File: src/rtl/replica_pkg.sv
// replica_pkg: shared move types, array sizing and scheduler states for the annealing replica array
package replica_pkg;
    localparam int base_log = 5;
    localparam int city_num = 32;
    localparam int city_log = $clog2(city_num);
    typedef enum logic [1:0] {SWAP = 2'd0, REV = 2'd1, THR = 2'd2, NOP = 2'd3} com_t;
    typedef struct packed {
        com_t                com;
        logic [city_log-1:0] a;
        logic [city_log-1:0] b;
    } opt_t;
    typedef enum logic [2:0] {IDLE, ISSUE, WAIT, SEND, NEXT, FINISH} sched_state_t;
endpackage

File: src/rtl/seed_table.sv
// seed_table: per-replica 64-bit seed register file, one write port and one async read port
module seed_table #(
    parameter int DEPTH = 32,
    parameter int AW = 5
) (
    input  logic          clk,
    input  logic          we,
    input  logic [AW-1:0] waddr,
    input  logic [63:0]   wdata,
    input  logic [AW-1:0] raddr,
    output logic [63:0]   rdata
);
    logic [63:0] mem [DEPTH];
    always_ff @(posedge clk)
        if (we) mem[waddr] <= wdata;
    assign rdata = mem[raddr];
endmodule

File: src/rtl/opt_sched.sv
// opt_sched: time-shares one xorshift move generator across all replicas, sweep by sweep
module opt_sched
    import replica_pkg::*;
#(
    parameter int REP_NUM = 32,
    parameter int TIMEOUT = 1024
) (
    input  logic                clk,
    input  logic                reset,
    input  logic                start,
    input  logic                stop,
    input  logic [31:0]         iter_num,
    output logic                busy,
    output logic                done,
    output logic [31:0]         sweep_cnt,
    output logic                parity,
    output logic                err_timeout,
    input  logic                seed_we,
    input  logic [base_log-1:0] seed_addr,
    input  logic [63:0]         seed_wdata,
    output logic                gen_run,
    output logic [base_log-1:0] gen_base_id,
    output logic [63:0]         gen_seed,
    input  logic                gen_ready,
    input  logic [63:0]         gen_n_seed,
    input  opt_t                gen_opt,
    output logic                opt_valid,
    input  logic                opt_ready,
    output opt_t                opt_out
);
    localparam int CW = $clog2(TIMEOUT + 1);
    localparam logic [base_log-1:0] LAST = base_log'(REP_NUM - 1);

    sched_state_t        state;
    logic [CW-1:0]       wcnt;
    logic [31:0]         iter_lat;
    logic                cap;
    logic                tab_we;
    logic [base_log-1:0] tab_addr;
    logic [63:0]         tab_wdata;

    // ready is stale for the first two WAIT cycles; the generator only clears it after seeing run
    assign cap       = state == WAIT && wcnt >= CW'(2) && gen_ready;
    assign tab_we    = cap || (state == IDLE && seed_we);
    assign tab_addr  = cap ? gen_base_id : seed_addr;
    assign tab_wdata = cap ? gen_n_seed : seed_wdata;

    seed_table #(.DEPTH(REP_NUM), .AW(base_log)) u_tab (
        .clk   (clk),
        .we    (tab_we),
        .waddr (tab_addr),
        .wdata (tab_wdata),
        .raddr (gen_base_id),
        .rdata (gen_seed)
    );

    always_ff @(posedge clk) begin
        if (reset) begin
            state       <= IDLE;
            busy        <= 1'b0;
            done        <= 1'b0;
            gen_run     <= 1'b0;
            opt_valid   <= 1'b0;
            err_timeout <= 1'b0;
            parity      <= 1'b0;
            sweep_cnt   <= '0;
            gen_base_id <= '0;
            opt_out     <= '{com: THR, a: '0, b: '0};
            wcnt        <= '0;
            iter_lat    <= '0;
        end else begin
            done    <= 1'b0;
            gen_run <= 1'b0;
            case (state)
                IDLE: if (start) begin
                    done        <= iter_num == 32'd0;
                    err_timeout <= 1'b0;
                    if (iter_num != 32'd0) begin
                        iter_lat    <= iter_num;
                        sweep_cnt   <= '0;
                        parity      <= 1'b0;
                        gen_base_id <= '0;
                        busy        <= 1'b1;
                        gen_run     <= 1'b1;
                        state       <= ISSUE;
                    end
                end
                ISSUE: begin
                    wcnt  <= '0;
                    state <= WAIT;
                end
                WAIT: if (cap) begin
                    opt_out   <= gen_opt;
                    opt_valid <= 1'b1;
                    state     <= SEND;
                end else if (wcnt == CW'(TIMEOUT - 1)) begin
                    err_timeout <= 1'b1;
                    state       <= FINISH;
                end else begin
                    wcnt <= wcnt + 1'b1;
                end
                SEND: if (opt_ready) begin
                    opt_valid <= 1'b0;
                    state     <= NEXT;
                end
                NEXT: begin
                    if (gen_base_id == LAST) begin
                        sweep_cnt   <= sweep_cnt + 32'd1;
                        parity      <= ~parity;
                        gen_base_id <= '0;
                    end else if (!stop) begin
                        gen_base_id <= gen_base_id + 1'b1;
                    end
                    if (stop || (gen_base_id == LAST && sweep_cnt + 32'd1 == iter_lat)) begin
                        state <= FINISH;
                    end else begin
                        gen_run <= 1'b1;
                        state   <= ISSUE;
                    end
                end
                FINISH: begin
                    busy  <= 1'b0;
                    done  <= 1'b1;
                    state <= IDLE;
                end
                default: state <= IDLE;
            endcase
        end
    end
endmodule

File: config.mk
export PLATFORM = sky130hd
export DESIGN_NAME = opt_sched
export DESIGN_NICKNAME = d
export VERILOG_FILES = /design/src/rtl/replica_pkg.sv /design/src/rtl/seed_table.sv /design/src/rtl/opt_sched.sv
export SDC_FILE = /design/constraint.sdc
export NUM_CORES = 2
export LEC_CHECK = 0
export BUFFER_PORTS_ARGS = -buffer_cell sky130_fd_sc_hd__buf_2
export CORE_UTILIZATION = 65
export DETAILED_ROUTE_END_ITERATION = 8
export GPL_ROUTABILITY_DRIVEN = 0
export PLACE_DENSITY = 0.93
export SLEW_MARGIN = 20
export SYNTH_ARGS = -nofsm -noshare
export SYNTH_HDL_FRONTEND = slang
export SYNTH_SLANG_ARGS = --single-unit
File: constraint.sdc
create_clock -name clk -period 12.3 [get_ports clk]
set_input_delay 2.46 -clock clk [delete_from_list [all_inputs] [get_ports clk]]
set_output_delay 2.46 -clock clk [all_outputs]
set_load 0.02 [all_outputs]
-- Word-level counts from Yosys, hierarchy flattened
Memory sizes are Yosys's and may differ from the RTL's. A register that Yosys moved wholly into a read port is not among the register bits.
Index checks and enable logic that the tools add are counted.
- reduce and logical (&&, ||, !) cells: 23
- muxes and demuxes: 45
- $lt $le $gt $ge: 1
- add/sub/neg operators: 3
- bitwise operators: 1
- equality and inequality tests: 18
- operators with widths (operator ; count):
    two-way mux 32 bit ; 3
    two-way mux 64 bit ; 1
    case mux 32 bit (2 select lines) ; 1
    two-way mux 5 bit ; 7
    adder 32 x 1 -> 32 bit (second input constant) ; 1
    equality test 32 bit ; 1
    logical NOT 32 bit ; 1
    nonzero test 32 bit ; 1
    two-way mux 11 bit ; 2
    case mux 11 bit (2 select lines) ; 1
    two-way mux 3 bit ; 6
    two-way mux 1 bit ; 16
    AND reduction 4 bit ; 4
    case mux 3 bit (5 select lines) ; 1
    inequality test 2 bit (second input constant) ; 6
    case mux 1 bit (2 select lines) ; 6
    AND reduction 3 bit ; 4
    adder 11 x 1 -> 11 bit (second input constant) ; 1
    equality test 11 x 10 -> 1 bit (second input constant) ; 1
    greater-or-equal comparator 11 x 2 -> 1 bit (second input constant) ; 1
    case mux 5 bit (2 select lines) ; 1
    nonzero test 2 bit ; 5
    equality test 3 x 2 -> 1 bit (second input constant) ; 2
    equality test 3 bit (second input constant) ; 2
    11 further kinds ; 16
- input port bits: 184
- memories: 1
- bits in registers: 101
- memory bits (writable): 2048
- memories (memory ; depth ; bits a word ; rd ports ; clocked after Yosys merged registers in ; write ports ; line ; source):
    u_tab.mem ; 32 ; 64 ; 1 ; 1 ; 1 ; seed_table.sv:13 ; logic [63:0] mem [DEPTH];

-- Logic depth before layout (Yosys ltp)
- word-level depth: 6
- depth in mapped cells: 10
- depth with buffers taken out: 10

-- Cells and area by module
A second synthesis with hierarchy kept.
- cell total of the unflattened synthesis: 3928
- area, all modules: 83948.0 µm²
- modules (own cells, without submodules) (module ; seq. area each (µm²) ; area each (µm²) ; cells an instance ; instances):
    seed_table ; 61499.0 ; 77683.3 ; 3032 ; 1
    opt_sched ; 2021.9 ; 6264.8 ; 896 ; 1

-- Worst setup path before layout
OpenSTA, ideal clock, no wires.
- kind: input port to flip-flop
- from: in gen_ready
- to: mem u_tab.mem[13][0] (enable)
- stages: 6
- setup slack: 5446 ps
- data required time: 11814 ps
- arrival: 6368 ps
- path through: inv_1 > a31oi_1 > nand2b_1 > clkbuf_1 > o32a_1 > nor2_1
- cells in the longest elaborated chain, start to end: 4
- elaborated cells on any way between the ends: 5
- RTL lines (item ; line ; source):
    from (decl) ; opt_sched.sv:24 ; input logic gen_ready,
    logical AND 1 bit * ; opt_sched.sv:43 ; assign cap = state == WAIT && wcnt >= CW'(2) && gen_ready;
    logical OR 1 bit ; opt_sched.sv:44 ; assign tab_we = cap || (state == IDLE && seed_we);
    two-way mux 1 bit ; seed_table.sv:15 ; if (we) mem[waddr] <= wdata;
    two-way mux 1 bit (implied by the code) ; seed_table.sv:15 ;
    to (decl) ; seed_table.sv:13 ;
Mark *: on every way between the ends. The rest lies on a longest branch, timed or not.

==> impl_results.md <==
* Status: finished, final reports clean
* Rows at roughly 130
* R2r startpoint: state[2]
* P per Cell Area at between 150 and 200 mW/mm^2
* Core area at between 0.1 and 0.15 sq mm
* Max Slew Vio Count at 0
* Fin crit period at 7891 ps
* Mapped Cells at ~3900
* Mapped Nets at 4065
* Pin count of the biggest net entering global routing at 166
* CTS tree: done
* Mapped Area at 0.08393 sq mm
* Final Setup Violations at 0
* CP max stage cell: dfxtp_4
* Fraction of registers with async set/reset at 0%
* Register area share after synthesis at about 76%
* Worst vdd ir at 0.0001682 V
* DR vias at ~48000
* Fin crit share at between 60% and 70%
* Most common cell after layout, fill and taps aside: edfxtp_1
* Ys Warns at 0
* Boundary Pins at 303
* Final nets at about 4400
* Post-synth EDFFs at about 2000
* Leakage at slightly below 0.03 uW
* Starting Density at between 60% and 70%
* Crit-path max cell delay at roughly 990 ps
* Wire length per cell at around 44 microns
* Hold buffers post-CTS at 0
* Port bufs at between 300 and 400
* Initial DRC Count at 8660
* DRC Markers at 0
* Post-DR vias/cell at 7.835
* Crit-path leading delay family: buffers and inverters
* Clock buffer depth at 3
* Number of global-route vias before repair at between 40000 and 50000
* Clock sinks at 2154
* Worst EP arrival at about 5400 ps
* Synth Flop Type: edfxtp_1
* Yosys reg bits at 2154
* Die height at ~360 microns
* Slew Limit Headroom at roughly 18%
* RSZ-0062 raised after global routing: no
* Clock skew at 53.87 ps
* Root buffer cell: clkbuf_16
* Crit-path cells: buf_4 -> buf_4 -> mux4_2 -> mux4_2 -> mux2_2 -> buf_2
* Hold Crit Class: reg2reg
* Post-CTS Setup Bufs at 0
* Max Clock Freq at between 100 and 150 MHz
* Req. time, crit path at approximately 10000 ps
* Largest area contributor in the netlist: edfxtp_1
* Worst hold start: opt_out[0]
* Die footprint at between 0.1 and 0.15 sq mm
* Critical Path Sink Type: output pin
* CTS H-Tree Depth at 4
* Most frequent cells in the layout: edfxtp_1, mux4_2, buf_2, nand2_1, clkbuf_16
* Initial antenna violation count at 28
* Synth unique cells at between 60 and 70
* Overall die width at between 300 and 400 microns
* Post-synth top area share at between 70% and 80%
* Final hold slack at between 400 and 500 ps
* Share of layout cells above drive strength 1 at 32.92%
* Resize count post-CTS at 0
* 1st-pass router iterations at 6
* Syn avg cell area at around 22 sq um
* Worst-skew pair later-pin latency at 870 ps
* Synth area leaders: edfxtp_1, mux4_2, dfxtp_1
* Post-Route WL at between 200000 and 300000 microns
* Crit path buf inv count at 3
* Worst Path Max Fanout at 45
* Setup_tns at 0 ps
* Total congestion overflow at 0
* CP Class: reg2out
* Detail Route Antenna Nets at 0
* CP Launch Type: flop
* Clk slew on worst S/H paths at ~60 ps
* DPL Wire Length at 136000 microns
* Num CTS Buffers at 200
* Worst slew pin tran at about 1200 ps
* Final Power at ~16000 uW
* First-pass GRT wire length at between 300000 and 400000 microns
* Maxcap violations at 0
* Fin util at about 74%
* GRT Resource Usage Total at about two fifths
* Syn-to-layout area delta at 12.63%
* Final hold violation count at 0
## tightest hold or removal path, stage by stage, from the launching register on
cell and delay, ps:
dfxtp_1 300, nand2_1 50, a21oi_1 50
## cell families after synthesis
group / synth area share, %
compound gates: 0.9199
xor+xnor: 0.6053
fa+ha+maj: 0.07454
buf+inv: 1.033
flops: 75.80
mux: 18.48
simple gates: 3.087
## metrics by stage
| step | instances | worst slack [ps] | area, sq um |
|---|---|---|---|
| 2_1_floorplan | 3876 | 5446 | 83930 |
| 3_3_place_gp | 5694 | 5500 | 87520 |
| 3_5_place_dp | 5702 | 5345 | 87710 |
| 4_1_cts | 6073 | 4352 | 94250 |
| 5_1_grt | 6082 | 4119 | 94480 |
| 6_report | 6100 | 4409 | 94520 |
## layout make-up
class / instances / area, sq um
multi-input combinational: 1500 / 19780
clock inverter: 123 / 1190
sequential: 2154 / 63640
antenna: 21 / 52.55
timing repair buffer: 379 / 2384
inverter: 13 / 48.80
clock buffer: 248 / 5351
tap: 1662 / 2079
fill: 6337 / 33320
## metal layers
metal / GRT usage [%] / up-vias / share of wire [%]
li1: - / 16930 / -
met1: 49.15 / 23780 / 30
met2: 66.66 / 5574 / 48
met3: 11.05 / 1493 / 13
met4: 31.20 / 16 / 9.3
met5: 0 / - / 0.082
## power by group
part,switching (uW),internal [uW]
registers,81.0,8110
logic,924,751
clock network,2890,3520
## flip-flops by register name, summed over array words and instances (netlist names), named ones only
name         count
opt_out         12
gen_base_id      5
sweep_cnt       32
u_tab.mem     2048
state            3
parity           1
err_timeout      1
gen_run          1
done             1
wcnt            11
busy             1
iter_lat        32
opt_valid        1
## worst paths after layout
path	to	slack (ps)	cells past startpoint
worst max-delay path	gen_seed[48]	4410	6
worst min-delay path	opt_out[0]	450	2
worst max register to register	u_tab.mem[14][36]	6830	9
worst min register to register	opt_out[0]	450	2
## Yosys cell counts (5+ instances only)
master	number
mux2_2	65
a31oi_1	5
nand2b_1	9
dfxtp_1	106
xnor2_1	36
or4_1	8
buf_1	60
clkbuf_1	136
nor4_1	20
and3_1	6
xor2_1	22
a31o_2	6
nor2b_1	8
nor2_1	129
mux4_2	640
o21ai_0	35
edfxtp_1	2048
nand3_1	23
ha_1	5
a21oi_1	61
mux2i_1	36
buf_2	7
or3_1	18
nand4_1	22
nor3_1	22
nand3b_1	11
nand2_1	268
inv_1	13
Power figures use the tool's default switching activity.
